===== config.mk =====
export PLATFORM = sky130hd
export DESIGN_NAME = branch_sequencer
export DESIGN_NICKNAME = d
export VERILOG_FILES = /design/src/rtl/branch_pkg.sv /design/src/rtl/branch_cond.sv /design/src/rtl/branch_sequencer.sv
export SDC_FILE = /design/constraint.sdc
export NUM_CORES = 1
export LEC_CHECK = 0
export ABC_AREA = 1
export BUFFER_PORTS_ARGS = -buffer_cell sky130_fd_sc_hd__buf_2
export CAP_MARGIN = 20
export CORE_MARGIN = 10
export CORE_UTILIZATION = 25
export DETAILED_ROUTE_END_ITERATION = 10
export RECOVER_POWER = 25
export SLEW_MARGIN = 20
export SYNTH_ARGS = -nofsm -noshare
export SYNTH_HDL_FRONTEND = slang
export SYNTH_SLANG_ARGS = --single-unit

===== constraint.sdc =====
create_clock -name clk -period 1.8 [get_ports clk]
set_input_delay 0.36 -clock clk [delete_from_list [all_inputs] [get_ports clk]]
set_output_delay 0.36 -clock clk [all_outputs]
set_load 0.005 [all_outputs]

===== src/rtl/branch_pkg.sv =====
// Shared types for the branch-resolution sequencer: branch encodings and FSM states.
package branch_pkg;

  typedef enum logic [2:0] {
    T_NONE = 3'd0,
    T_BEQ  = 3'd1,
    T_BNE  = 3'd2,
    T_BLT  = 3'd3,
    T_BGE  = 3'd4,
    T_BLTU = 3'd5,
    T_BGEU = 3'd6,
    T_JAL  = 3'd7
  } br_type_t;

  typedef enum logic [1:0] {
    IDLE     = 2'd0,
    WAIT_ALU = 2'd1,
    REDIRECT = 2'd2,
    FLUSH    = 2'd3
  } seq_state_t;

  localparam br_type_t BR_JAL  = T_JAL;
  localparam br_type_t BR_NONE = T_NONE;

endpackage


===== src/rtl/branch_cond.sv =====
// Combinational branch-condition evaluator: maps branch type and ALU compare flags to taken.
module branch_cond
  import branch_pkg::*;
(
  input  br_type_t i_type,
  input  logic     i_zero,
  input  logic     i_neg,
  input  logic     i_ltu,
  output logic     o_taken
);

  always_comb begin
    o_taken = 1'b0;
    case (i_type)
      T_BEQ:   o_taken = i_zero;
      T_BNE:   o_taken = !i_zero;
      T_BLT:   o_taken = i_neg;
      T_BGE:   o_taken = !i_neg;
      T_BLTU:  o_taken = i_ltu;
      T_BGEU:  o_taken = !i_ltu;
      T_JAL:   o_taken = 1'b1;
      default: o_taken = 1'b0;
    endcase
  end

endmodule


===== src/rtl/branch_sequencer.sv =====
// Multi-cycle conditional-branch sequencer: ALU compare launch, condition evaluation,
// one-cycle PC redirect, flush window, front-end stall and saturating perf counters.
module branch_sequencer
  import branch_pkg::*;
#(
  parameter int FLUSH_CYCLES = 2,
  parameter int TIMEOUT      = 8,
  parameter int CNT_W        = 16
) (
  input  logic             clk,
  input  logic             rst,
  input  logic             br_valid,
  output logic             br_ready,
  input  logic [2:0]       br_type,
  input  logic [31:0]      br_pc,
  input  logic [31:0]      br_imm,
  output logic             alu_req,
  input  logic             alu_done,
  input  logic             alu_zero,
  input  logic             alu_neg,
  input  logic             alu_ltu,
  output logic             pc_redirect_valid,
  output logic [31:0]      pc_redirect_target,
  output logic             misalign,
  output logic             flush,
  output logic             stall,
  output logic             err,
  output logic [CNT_W-1:0] taken_cnt,
  output logic [CNT_W-1:0] not_taken_cnt
);

  localparam int TW = (TIMEOUT > 1) ? $clog2(TIMEOUT + 1) : 1;
  localparam int FW = (FLUSH_CYCLES > 1) ? $clog2(FLUSH_CYCLES + 1) : 1;
  localparam logic [TW-1:0] T_LAST = TW'(TIMEOUT - 1);
  localparam logic [FW-1:0] F_LAST = FW'((FLUSH_CYCLES > 1) ? FLUSH_CYCLES - 2 : 0);

  function automatic logic [CNT_W-1:0] sat_inc(input logic [CNT_W-1:0] v);
    return (&v) ? v : v + 1'b1;
  endfunction

  seq_state_t       r_state;
  seq_state_t       w_state_nxt;
  br_type_t         r_type;
  logic [31:0]      r_target;
  logic [TW-1:0]    r_tmo;
  logic [FW-1:0]    r_fcnt;
  logic             r_br_ready, r_alu_req, r_redirect, r_misalign, r_flush, r_stall, r_err;
  logic [31:0]      r_target_o;
  logic [CNT_W-1:0] r_taken_cnt, r_not_taken_cnt;

  logic             w_accept;
  logic             w_taken;
  logic             w_tmo_last;
  logic [31:0]      w_target_acc;
  logic [31:0]      w_target_nxt;
  br_type_t         w_in_type;

  assign w_in_type    = br_type_t'(br_type);
  assign w_accept     = br_valid && (r_state == IDLE);
  assign w_tmo_last   = (r_tmo == T_LAST);
  assign w_target_acc = br_pc + br_imm;
  assign w_target_nxt = w_accept ? w_target_acc : r_target;

  branch_cond u_cond (
    .i_type  (r_type),
    .i_zero  (alu_zero),
    .i_neg   (alu_neg),
    .i_ltu   (alu_ltu),
    .o_taken (w_taken)
  );

  always_comb begin
    w_state_nxt = r_state;
    case (r_state)
      IDLE: begin
        if (w_accept) begin
          if (w_in_type == BR_JAL)       w_state_nxt = REDIRECT;
          else if (w_in_type != BR_NONE) w_state_nxt = WAIT_ALU;
        end
      end
      WAIT_ALU: begin
        // A done on the final timeout cycle still resolves the branch normally.
        if (alu_done)        w_state_nxt = w_taken ? REDIRECT : IDLE;
        else if (w_tmo_last) w_state_nxt = IDLE;
      end
      REDIRECT: w_state_nxt = (FLUSH_CYCLES > 1) ? FLUSH : IDLE;
      FLUSH:    if (r_fcnt == F_LAST) w_state_nxt = IDLE;
      default:  w_state_nxt = IDLE;
    endcase
  end

  // Outputs are registered from the next state so they line up with r_state.
  always_ff @(posedge clk) begin
    if (rst) begin
      r_state         <= IDLE;
      r_type          <= T_NONE;
      r_target        <= '0;
      r_tmo           <= '0;
      r_fcnt          <= '0;
      r_br_ready      <= 1'b1;
      r_alu_req       <= 1'b0;
      r_redirect      <= 1'b0;
      r_target_o      <= '0;
      r_misalign      <= 1'b0;
      r_flush         <= 1'b0;
      r_stall         <= 1'b0;
      r_err           <= 1'b0;
      r_taken_cnt     <= '0;
      r_not_taken_cnt <= '0;
    end else begin
      r_state <= w_state_nxt;
      if (w_accept) begin
        r_type   <= w_in_type;
        r_target <= w_target_acc;
      end
      r_tmo  <= (r_state == WAIT_ALU) ? r_tmo + 1'b1 : '0;
      r_fcnt <= (r_state == FLUSH) ? r_fcnt + 1'b1 : '0;

      if (r_state == WAIT_ALU) begin
        if ((alu_done && !w_taken) || (!alu_done && w_tmo_last))
          r_not_taken_cnt <= sat_inc(r_not_taken_cnt);
        if (!alu_done && w_tmo_last)
          r_err <= 1'b1;
      end
      if (r_state == REDIRECT)
        r_taken_cnt <= sat_inc(r_taken_cnt);

      r_br_ready <= (w_state_nxt == IDLE);
      r_stall    <= (w_state_nxt != IDLE);
      r_alu_req  <= (w_state_nxt == WAIT_ALU);
      r_redirect <= (w_state_nxt == REDIRECT);
      r_target_o <= (w_state_nxt == REDIRECT) ? w_target_nxt : '0;
      r_misalign <= (w_state_nxt == REDIRECT) && (w_target_nxt[1:0] != 2'b00);
      r_flush    <= (w_state_nxt == REDIRECT) || (w_state_nxt == FLUSH);
    end
  end

  assign br_ready           = r_br_ready;
  assign alu_req            = r_alu_req;
  assign pc_redirect_valid  = r_redirect;
  assign pc_redirect_target = r_target_o;
  assign misalign           = r_misalign;
  assign flush              = r_flush;
  assign stall              = r_stall;
  assign err                = r_err;
  assign taken_cnt          = r_taken_cnt;
  assign not_taken_cnt      = r_not_taken_cnt;

endmodule


# Word level (Yosys, flattened, before mapping)
# Index checks and enable logic that the tools add are counted.
# Widths: inputs -> output; s select.
[totals]
reg_bits = 114
inputBits = 74
output_inout_bits = 71
word_cells = 75
[op_classes]
n_addsub = 5
n_eq_ne = 15
n_mux = 10
bitwise_logic = 5
n_reduce_logical = 25
[op_table]
columns = ["cell", "count"]
rows = [
  ["$add 16x1->16 const B", 2],
  ["$add 32x32->32", 1],
  ["$mux 32", 1],
  ["$reduce_and 16->1", 2],
  ["$eq 3x3->1 const B", 5],
  ["$mux 2", 7],
  ["$eq 2x2->1 const B", 4],
  ["$pmux 2 s4", 1],
  ["$pmux 1 s7", 1],
  ["$eq 3x2->1 const B", 2],
  ["$logic_not 2->1", 3],
  ["$reduce_or 2->1", 3],
  ["$logic_not 1->1", 5],
  ["$not 1->1", 5],
  ["$add 4x1->4 const B", 1],
  ["$eq 2x1->1 const B", 2],
  ["$eq 4x3->1 const B", 1],
  ["$logic_and 1x1->1", 4],
  ["$reduce_and 2->1", 2],
  ["$reduce_bool 2->1", 2],
  ["$eq 3x1->1 const B", 1],
  ["$reduce_and 3->1", 1],
  ["$reduce_bool 3->1", 1],
  ["$add 2x1->2 const B", 1],
  ["$logic_or 1x1->1", 2],
]

# Longest topological paths before layout
# Gate-level depths: netlist (run 1).
[depth]
word_depth = 8
mapped_depth = 14
mapped_depth_nobuf = 14

# By module
# A second synthesis (run 1) with hierarchy kept.
[hier_totals]
cells_unflattened = 1045
hier_area_um2 = 6732.7
[modules_own_cells]
columns = ["module", "n_inst", "cells_per_inst", "area_each_um2", "seq_area_each_um2"]
rows = [
  ["branch_sequencer", 1, 1028, 6661.4, 2282.2],
  ["branch_cond", 1, 17, 71.3, 0.0],
]

# Worst setup path before layout (run 1)
# Ideal clock, no wire load.
[synth_path]
path_kind = "input port to flip-flop"
startpoint = "input port br_pc[0]"
endpoint = "register r_target[16]"
setup_time_ps = 128
arrival_time_ps = 1778
t_required_ps = 1672
setup_slack_ps = -105
path_stages = 13
n_path_buf = 0
cell_sequence = "ha_1 -> inv_1 -> fa_1 -> inv_1 -> nand3_1 -> nand3_1 -> nand2_1 -> nand3_1 -> nand2_1 -> nand3_1 -> nand3_1 -> o21ai_1 -> nor2_1"
[synth_between]
elab_chain_len = 2
[synth_lines]
columns = ["element", "line_no", "rtl"]
rows = [
  ["from (decl)", "branch_sequencer.sv:15", "input logic [31:0] br_pc,"],
  ["$add 32x32->32", "branch_sequencer.sv:61", "assign w_target_acc = br_pc + br_imm;"],
  ["$mux 32", "--", ""],
  ["to (signal assigned)", "branch_sequencer.sv:114", "r_target <= w_target_acc;"],
  ["to (decl)", "branch_sequencer.sv:44", "logic [31:0] r_target;"],
]
# Every way passes these cells.
# A chain may end at the register's enable or synchronous reset.

# Worst setup path in the final report (run 1)
[layout_path]
startpoint = "register r_tmo[1]"
endpoint = "register r_target_o[20] (netlist: pc_redirect_target[20])"
[layout_between]
elab_chain_len = 7
[layout_lines]
columns = ["element", "line_no", "rtl"]
rows = [
  ["from (decl)", "branch_sequencer.sv:45", "logic [TW-1:0] r_tmo;"],
  ["from (signal assigned)", "branch_sequencer.sv:116", "r_tmo <= (r_state == WAIT_ALU) ? r_tmo + 1'b1 : '0;"],
  ["$eq 4x3->1", "branch_sequencer.sv:60", "assign w_tmo_last = (r_tmo == T_LAST);"],
  ["$mux 2", "branch_sequencer.sv:84", "else if (w_tmo_last) w_state_nxt = IDLE;"],
  ["$mux 2", "branch_sequencer.sv:83", "if (alu_done) w_state_nxt = w_taken ? REDIRECT : IDLE;"],
  ["$pmux 2 s4", "branch_sequencer.sv:74", "case (r_state)"],
  ["$eq 2x2->1", "branch_sequencer.sv:132", "r_target_o <= (w_state_nxt == REDIRECT) ? w_target_nxt : '0;"],
  ["$not 1->1 (no source line)", "--", ""],
  ["$reduce_or 2->1 (no source line)", "--", ""],
  ["to (signal assigned)", "branch_sequencer.sv:132", ""],
  ["to (decl)", "branch_sequencer.sv:48", "logic [31:0] r_target_o;"],
]
# Every way passes these cells.

==> impl_metrics.ini, run 1 <==
[power]
ir_drop_uv = 586
power_density_nw_per_um2 = 802
sw_frac_of_total_pct = 31.3
seq_power_share_pct = 35.0
p_sw_mw = 2.42
p_comb_share_pct = 23.2
p_int_mw = 5.32
p_leak_nw = 5.01
p_clk_share_pct = 41.8

[detailed_routing]
vias_per_cell = 4.34
drtAntennaViolNets = 0
first_pass_iters = 5
drc = 0
met3_length_um = 1180
wl_per_cell_um = 13.5
wl_met1_um = 11100
highest_layer = met4
drt_iter0_drc = 369
vias = 7244
finalWirelength_um = 22600
wl_met2_um = 10000

[global_routing]
grt_start_max_net_pins = 56
grt_use_total_pct = 12.8
antenna_found_initial = 2
grt-ovfl-total = 0
grt_pass1_vias = 7032
grt_pass1_wl_um = 35200

[sta]
maxSlewHeadroom_pct = 69.1
slew_violations = 0
layout_min_cycle_time_ns = 1.75
tightest_slew_ns = 0.458
fin_ws_ns = 0.0501
whs_ns = 0.218
finalClockSkew_ns = 0.0113
finalSetupViolations = 0
hold_viol = 0
fin_crit_sh_pct = 97.2
max_freq_ghz = 0.571
rsz0062_at_grt = true

[setup_path]
r2r_slack_ns = 0.05
path_max_fanout = 6
cpPeakStageDelay_ns = 0.35
start_kind = register
end_kind = register
r2r-start = r_tmo[1]
crit_slowest_cell = dfxtp_2
cpMostUsedCell = nor2_2
r2r_cells = 8
crit_chain = ha_4, nand2_4, o21ai_4, nor2_2, nor3_4, nand3_4, clkbuf_16, nor2_2
critPathRequiredTime_ns = 2.14
path_class = register to register
worstReg2RegEnd = pc_redirect_target[20]
worst_ep_arrival_time_ns = 2.09

[clock_tree]
cts_tree = yes
numCtsBuffers = 17
cts_buffer_depth = 2
clk_latency_ns = 0.42
clk_pin_slew_worst_paths_ns = 0.06
root_buffer = clkbuf_16
numClockSinks = 114
htreeDepth = 4

[floorplanning]
io_pins = 145
rows = 60
die_x_um = 186
die_area_sq_um = 34500
core_sq_um = 27000
die_h_um = 186
initial_core_util_pct = 25.4

[hold_path]
min_to = r_type[1]
worstHoldPathCells = 3
hp-start = br_type[1]
hp-class = primary input to register

[synthesis]
synth_ff_type = dfxtp_1
synth_edf_count = 0
synth_seq_area_share_pct = 33.2
synth_cells = 1071
yosys_warnings = 0
ys_ff_latch = 114
synth_area_per_cell_sq_um = 6.42
synth_nets = 1181
synth_cell_type_count = 39
syn_area_sq_um = 6870
async_flop_share_pct = 0

[placed_design]
post-place-ws_ns = -0.369
hpwl_um = 17500
gp_congestion = 0.888
placed_area_sq_um = 8620
dpl.cell_count = 1626
io_buffers = 144

[cells_and_area]
syn2layout_area_growth_pct = 40.4
fin_nets = 1425
final_cells = 1670
fillers = 2905
mostFrequentLayoutCells = nand2_1 (303), inv_1 (177), buf_2 (144), nor2_1 (117), dfxtp_1 (111)
design_area_sq_um = 9650
drive_gt1_share_pct = 28.7
mostFrequentLayoutCell = nand2_1

[job]
max_cap_violations = 0

[status]
status = completed
[critical path: cells and delay by family, from the launching register on]
kind	cells	cell delay, ns
flip-flops	1	0.35
AO/OA/AOI/OAI	1	0.17
buffers and inverters	1	0.24
AND/OR/NAND/NOR	5	0.77
adder cells (fa/ha/maj)	1	0.15
[worst max-delay path by stage]
stage                     startpoint                      to  slack, ns  depth (start not counted)
after floorplan             br_pc[0]            r_target[16]       0.01                         13
after global placement      br_pc[0]            r_target[22]      -0.39                         14
after detailed placement    br_pc[0]            r_target[22]      -0.37                         14
after CTS                  br_pc[17]  pc_redirect_target[18]       0.02                         13
after global routing       br_imm[0]            r_target[24]      -0.04                         14
final                       r_tmo[1]  pc_redirect_target[20]       0.05                          8
[cell families after synthesis]
kind of cell | synth area share, %
AND/OR/NAND/NOR | 36.5
buffers and inverters | 11.9
flip-flops | 33.2
AO/OA/AOI/OAI | 6.77
adder cells (fa/ha/maj) | 6.66
XOR/XNOR | 3.57
multiplexers | 1.31
[state kept, by name, indices dropped and copies added (netlist names)]
signal	cells
br_ready	1
alu_req	1
r_fcnt	2
pc_redirect_valid	1
err	1
misalign	1
pc_redirect_target	32
taken_cnt	16
r_state	2
r_tmo	4
flush	1
r_target	32
stall	1
not_taken_cnt	16
r_type	3
[metal layers]
layer	track usage, %	vias up
li1	-	3817
met1	16.9	3240
met2	20.3	170
met3	2.94	17
met4	3.87	0
met5	0	-
[cells in the mapped netlist, drive strengths merged (3+ instances only)]
| library cell | count | share of area [%] |
|---|---|---|
| clkbuf | 10 | 0.55 |
| nand2 | 323 | 18 |
| nand4 | 12 | 1.1 |
| mux2i | 9 | 1.3 |
| o21ai | 30 | 2.2 |
| nor2 | 138 | 7.7 |
| and2 | 4 | 0.36 |
| xor2 | 19 | 2.4 |
| inv | 183 | 10 |
| buf | 11 | 1.4 |
| a21oi | 51 | 4.1 |
| or2 | 14 | 1.3 |
| nand3 | 71 | 5.5 |
| xnor2 | 9 | 1.1 |
| nor3 | 25 | 2.0 |
| ha | 35 | 6.4 |
| nor4 | 3 | 0.27 |
| dfxtp | 114 | 33 |
[through the flow]
step | utilization, % | setup TNS [ns] | total power, mW
after floorplan | - | 0 | 3.72
after global placement | 31.9 | -13.66 | 4.37
after detailed placement | 31.9 | -13.86 | 4.39
after CTS | 34.0 | 0 | 7.65
after global routing | 35.7 | -0.215 | 8.19
final | 35.7 | 0 | 7.74
[final cells by class]
type / instances / area [sq um] / area share, %
antenna: 1 / 2.50 / 0.0259
clock buffer: 17 / 425 / 4.41
clock inverter: 15 / 134 / 1.39
inverter: 183 / 689 / 7.14
multi-input combinational: 754 / 4130 / 42.8
sequential: 114 / 2290 / 23.7
tap: 341 / 427 / 4.42
timing repair buffer: 245 / 1560 / 16.2
[what timing repair did]
action	4_1_cts	5_1_grt
pin swaps	1	15
setup buffers	0	7
hold buffers	0	0
cloned	0	4
endpoints found under the setup margin	29	52
resized for setup	1	86
[power groups by stage]
stage	logic, mW	clock network (mW)	registers [mW]
global route	2.03	3.44	2.72
floorplan	0.973	0	2.75
detailed placement	1.63	0	2.76
CTS	1.64	3.30	2.70
global placement	1.62	0	2.76
finish	1.80	3.24	2.71
No activity file was read; power rests on OpenSTA's default activity.
==> run 2: changes to the inputs <==
Settings changed: SYNTH_HIERARCHICAL from default to 1.
==> run 2 against run 1 <==
Compared with the run above:
- global-route usage decreased by 0.49 points
- critical path depth is 6 higher
- power shrank 0.91%
- cell count fell by 3.2%
- final area shrank 6.6%
- combinational power fell by 12%
- first-iteration DRC count down 7.6%
- critical path type is now primary input to register
==> impl_metrics.ini, run 2 <==
[status]
status = completed

[floorplanning]
io_pins = 145
rows = 60
die_h_um = 184
die_x_um = 184
die_area_sq_um = 33900
initial_core_util_pct = 25.2
core_sq_um = 26700

[sta]
rsz0062_at_grt = true
fin_crit_sh_pct = 95.6
max_freq_ghz = 0.581
finalClockSkew_ns = 0.00753
layout_min_cycle_time_ns = 1.72
fin_ws_ns = 0.0788
whs_ns = 0.220
tightest_slew_ns = 0.430
hold_viol = 0
finalSetupViolations = 0
maxSlewHeadroom_pct = 71.4
slew_violations = 0

[placed_design]
post-place-ws_ns = -0.346
gp_congestion = 0.902
dpl.cell_count = 1584
io_buffers = 144
hpwl_um = 17200
placed_area_sq_um = 8370

[setup_path]
crit_chain = buf_2, ha_1, nand2_1, inv_1, a21oi_1, nand2_1, nand2_1, nand2_2, nand2_1, nand2_1, nand2_1, nand3_1, nand2_1, nor2_1
cpPeakStageDelay_ns = 0.34
path_max_fanout = 4
critPathRequiredTime_ns = 2.08
start_kind = primary input
cpMostUsedCell = nand2_1
end_kind = register
path_class = primary input to register
worst_ep_arrival_time_ns = 2.00
crit_slowest_cell = ha_1

[power]
p_leak_nw = 4.77
power_density_nw_per_um2 = 851
p_total_mw = 7.67
ir_drop_uv = 536

[synthesis]
ys_ff_latch = 114
synth_top_family_by_area = simple AND/OR/NAND/NOR gates
synthTopCellsByArea = dfxtp_1 (34%), nand2_1 (17%), inv_1 (9.3%), nor2_1 (7.7%), ha_1 (6.5%)
synth_ff_type = dfxtp_1
synth_top_area_share_pct = 33.9
synth_area_per_cell_sq_um = 6.44
syn_area_sq_um = 6730
synthAdderAreaFrac_pct = 6.80
synth_compound_area_share_pct = 7.41
synth_cell_type_count = 39
synth_edf_count = 0
yosysTopAreaCell = dfxtp_1
synth_nets = 1155
synth_seq_area_share_pct = 33.9
synthMuxAreaShare_pct = 1.64
yosys_warnings = 6
yosysMostFrequentCell = nand2_1
synthXorXnorAreaFrac_pct = 3.25
synth_cells = 1045
synthSimpleGateAreaFrac_pct = 35.7
async_flop_share_pct = 0
yosys-top-cells-count = nand2_1 (304), inv_1 (167), nor2_1 (139), dfxtp_1 (114), nand3_1 (65)

[detailed_routing]
first_pass_iters = 5
drc = 0
finalWirelength_um = 21100
wl_per_cell_um = 13.0
vias_per_cell = 4.29
vias = 6943
drt_iter0_drc = 341
drtAntennaViolNets = 0

[cells_and_area]
mostFrequentLayoutCell = nand2_1
diodes = 0
mostFrequentLayoutCells = nand2_1 (302), inv_1 (167), buf_2 (144), nor2_1 (136), dfxtp_1 (111)
fin_nets = 1373
seqCellArea_sq_um = 2290
final_cells = 1617
fillers = 2902
multi_input_area_sq_um = 3740
design_area_sq_um = 9010
drive_gt1_share_pct = 23.4
syn2layout_area_growth_pct = 33.9

[clock_tree]
cts_buffer_depth = 2
clk_pin_slew_worst_paths_ns = 0.05
cts_tree = yes
numCtsBuffers = 17
ctsHoldBuffers = 0
numClockSinks = 114
root_buffer = clkbuf_16
clk_latency_ns = 0.41
htreeDepth = 4

[global_routing]
grt_pass1_vias = 6795
grt-ovfl-total = 0
grt_pass1_wl_um = 33700
grt_use_total_pct = 12.3
antenna_found_initial = 0
grt_start_max_net_pins = 41

[job]
max_cap_violations = 0

[hold_path]
hp-class = primary input to register
## run 2: cell types whose count changed after synthesis, sizes merged, moves of 4 or more
cell   previous run  this run
inv             183       172
nand2           323       310
nand3            71        67
nor2            138       143
nor3             25        21
## run 2: worst paths after layout
kind                                    from            to  slack (ns)  cells after the start
worst max-delay path                br_pc[6]  r_target[23]        0.08                     14
worst max register to register  taken_cnt[0]  taken_cnt[6]        0.16                      9
worst min-delay path              br_type[0]     r_type[0]        0.22                      3
worst min register to register     r_fcnt[0]     r_fcnt[0]        0.41                      1
## run 2: logic make-up (layout without fill, tap and decap cells)
kind of cell,after synthesis,in the layout
adders and majority gates,36,36
DFF,114,114
and+or+nand+nor,573,573
buffers and inverters,193,424
muxes,11,11
AOI/OAI and AO/OA,93,93
xor gates and xnor gates,25,25
## run 2: per-layer routing
layer | vias to the layer above | global-route usage, % | wire [um]
li1 | 3677 | - | -
met1 | 3075 | 15.3 | 9950
met2 | 173 | 20.6 | 9680
met3 | 18 | 2.99 | 1170
met4 | 0 | 3.64 | 278
met5 | - | 0 | 0
## run 2: metrics by stage
stage	TNS, ns	utilization, %
final	0	33.7
after global routing	-0.00762	33.7
after CTS	0	33.5
after detailed placement	-12.69	31.3
after global placement	-11.56	31.3
after floorplan	0	-
## run 2: report_power, final
group	internal [mW]	switching (mW)	total (mW)
Clock	2.15	1.23	3.38
Sequential	2.66	0.0485	2.71
Combinational	0.658	0.918	1.58
Total	5.48	2.20	7.67
## run 2: repair_timing
item                       4_1_cts  5_1_grt
resized for setup                0       15
setup endpoints to repair        0       27
buffers inserted                 0        1
## run 2: area by class of cell
class	count	area share (%)
Clock buffer	21	5.22
Clock inverter	11	1.42
Inverter	172	7.16
Multi-Input combinational cell	738	41.5
Sequential cell	114	25.4
Tap cell	341	4.73
Timing Repair Buffer	220	14.6
## run 2: critical path, delay by kind of cell
| kind | cells | cell delay (ns) |
|---|---|---|
| AO/OA/AOI/OAI | 1 | 0.16 |
| adder cells (fa/ha/maj) | 1 | 0.34 |
| buffers and inverters | 2 | 0.17 |
| AND/OR/NAND/NOR | 10 | 0.95 |
==> run 3: changes to the inputs <==
Settings changed: ABC_AREA 1 to default, CAP_MARGIN 20 to default.
==> run 3 against run 2 <==
Compared with the run above:
- the flow now finishes with violations (setup timing)
- clock power increased by 3%
- global-route usage is 0.28 points higher
- power grew 7.1%
- register-to-register slack got worse by 0.52 ns
- sequential power about the same
- die area fell by 11%
- combinational power up 28%
- critical path depth decreased by 2
- first-iteration DRC count shrank 9.4%
- flip-flop and latch count unchanged
- largest power group unchanged
==> impl_metrics.ini, run 3 <==
[sta]
finalClockSkew_ns = 0.00857
layout_min_cycle_time_ns = 2.28
finalSetupViolations = 72
fin_ws_ns = -0.479
slew_violations = 0
tightest_slew_ns = 0.422
rsz0062_at_grt = true
maxSlewHeadroom_pct = 71.9
max_freq_ghz = 0.439
fin_crit_sh_pct = 127
whs_ns = 0.207
hold_viol = 0

[global_routing]
grt_pass1_wl_um = 31400
grt_pass1_vias = 6193
grt_start_max_net_pins = 70
antenna_found_initial = 0
grt_use_total_pct = 12.6
grt-ovfl-total = 0

[floorplanning]
die_h_um = 173
rows = 56
die_area_sq_um = 30000
initial_core_util_pct = 25.3
die_x_um = 173
io_pins = 145
core_sq_um = 23300

[status]
violations = setup timing
status = finished with violations

[setup_path]
r2r-start = r_type[2]
path_class = primary input to register
cpPeakStageDelay_ns = 0.32
worstReg2RegEnd = not_taken_cnt[5]
crit_chain = buf_8, ha_4, inv_2, fa_2, and2b_1, o211ai_1, a31oi_2, a41oi_2, o211ai_2, a31oi_1, xor2_1, o31ai_1
worst_ep_arrival_time_ns = 2.59
r2r_slack_ns = -0.36
r2r_cells = 10
end_kind = register
critPathRequiredTime_ns = 2.11
start_kind = primary input
path_max_fanout = 5
crit_slowest_cell = fa_2

[cells_and_area]
design_area_sq_um = 9780
mostFrequentLayoutCells = buf_4 (144), buf_2 (113), nor2_1 (110), dfxtp_1 (109), nand2_1 (48)
syn2layout_area_growth_pct = 66.5
fin_nets = 1120
diodes = 0
mostFrequentLayoutCell = buf_4
drive_gt1_share_pct = 43.7

[synthesis]
synth_area_per_cell_sq_um = 8.27
synth_ff_type = dfxtp_1
yosys-top-cells-count = nor2_1 (122), dfxtp_1 (114), nand2_1 (53), a21oi_1 (49), ha_1 (35)
synth_cells = 710
syn_area_sq_um = 5870
synth_nets = 820
synth_top_area_share_pct = 38.8
yosys_warnings = 6
yosysTopAreaCell = dfxtp_1
yosysMostFrequentCell = nor2_1
synthTopCellsByArea = dfxtp_1 (39%), nor2_1 (7.8%), ha_1 (7.5%), xor2_1 (4.6%), a21oi_1 (4.2%)
async_flop_share_pct = 0
synth_seq_area_share_pct = 38.8
synth_cell_type_count = 60
ys_ff_latch = 114
synth_edf_count = 0

[placed_design]
hpwl_um = 14700
io_buffers = 144
gp_congestion = 0.879
placed_area_sq_um = 8220

[clock_tree]
clk_pin_slew_worst_paths_ns = 0.05
numClockSinks = 114
ctsHoldBuffers = 0
clk_latency_ns = 0.41
numCtsBuffers = 17
cts_tree = yes
root_buffer = clkbuf_16
htreeDepth = 4
cts_buffer_depth = 2

[detailed_routing]
vias_per_cell = 4.48
drt_iter0_drc = 309
vias = 6011
wl_per_cell_um = 14.4
drc = 0
drtAntennaViolNets = 0
first_pass_iters = 4
finalWirelength_um = 19300

[job]
max_cap_violations = 0

[hold_path]
min_to = r_type[2]
hp-start = br_type[2]
worstHoldPathCells = 3
hp-class = primary input to register

[power]
p_total_mw = 8.22
p_leak_nw = 4.22
power_density_nw_per_um2 = 840
ir_drop_uv = 621
-- run 3: changes by cell type in the layout (fill, tap and decap cells not counted), moves of 26 or more --
cell	delta
inv_1	-150
buf_2	-31
nand3_1	-43
nor2_1	-26
buf_4	+70
nand2_1	-254
-- run 3: final cells by class --
type,count,area (sq um)
Tap cell,319,399
Clock buffer,22,494
Timing Repair Buffer,314,2210
Fill cell,2335,13500
Sequential cell,114,2290
Clock inverter,9,128
Inverter,19,71.3
Multi-Input combinational cell,544,4190
-- run 3: per-stage QoR --
| stage | TNS, ns | util [%] | setup WS, ns | cells |
|---|---|---|---|---|
| final | -16.85 | 42.1 | -0.479 | 1341 |
| after global routing | -26.53 | 42.1 | -0.639 | 1341 |
| after CTS | -19.34 | 40.1 | -0.476 | 1330 |
| after detailed placement | -43.61 | 35.3 | -0.929 | 1287 |
| after global placement | -41.89 | 35.3 | -0.861 | 1287 |
| after floorplan | -18.30 | - | -0.663 | 710 |
-- run 3: report_power, final --
part | switching [mW] | leakage (nW) | total [mW] | internal, mW
Clock | 1.12 | 0.300 | 3.47 | 2.34
Sequential | 0.0613 | 0.929 | 2.72 | 2.66
Combinational | 1.01 | 2.99 | 2.03 | 1.02
-- run 3: repair_timing --
| action | in CTS | in global routing |
|---|---|---|
| setup endpoints to repair | 72 | 89 |
| setup buffers | 11 | 16 |
| pin swaps | 56 | 38 |
| gates cloned | 2 | 1 |
| gates resized for setup | 72 | 85 |
-- run 3: logic make-up (layout without fill, tap and decap cells) --
kind of cell	count (synthesis)	count (layout)	share of synthesized area [%]
XOR/XNOR	52	52	7.75
adder cells (fa/ha/maj)	36	36	7.80
multiplexers	17	17	2.92
AO/OA/AOI/OAI	146	146	15.9
buffers and inverters	52	364	3.37
AND/OR/NAND/NOR	293	293	23.4
flip-flops	114	114	38.8
-- run 3: critical path, delay by kind of cell --
family	cells	cell delay (ns)
AOI/OAI and AO/OA	6	1.24
xor gates and xnor gates	1	0.20
adders and majority gates	2	0.45
buffers and inverters	2	0.10
and+or+nand+nor	1	0.22
-- run 3: routing by layer --
| metal | wire [um] | global-route usage [%] | share of wire [%] | up-vias |
|---|---|---|---|---|
| li1 | - | - | - | 3078 |
| met5 | 0 | 0 | 0 | - |
| met3 | 846 | 3.27 | 4.4 | 25 |
| met4 | 318 | 3.67 | 1.6 | 0 |
| met1 | 9040 | 15.8 | 47 | 2761 |
| met2 | 9100 | 20.9 | 47 | 147 |
-- run 3: how the worst max path moves through the flow --
stage | start | to | slack (ns) | cells past startpoint
floorplan | br_pc[0] | r_target[28] | -0.66 | 11
global placement | br_pc[0] | r_target[28] | -0.86 | 12
detailed placement | br_pc[0] | r_target[28] | -0.93 | 12
CTS | br_pc[0] | pc_redirect_target[28] | -0.48 | 12
global route | br_pc[0] | r_target[28] | -0.64 | 12
finish | br_pc[0] | pc_redirect_target[28] | -0.48 | 12
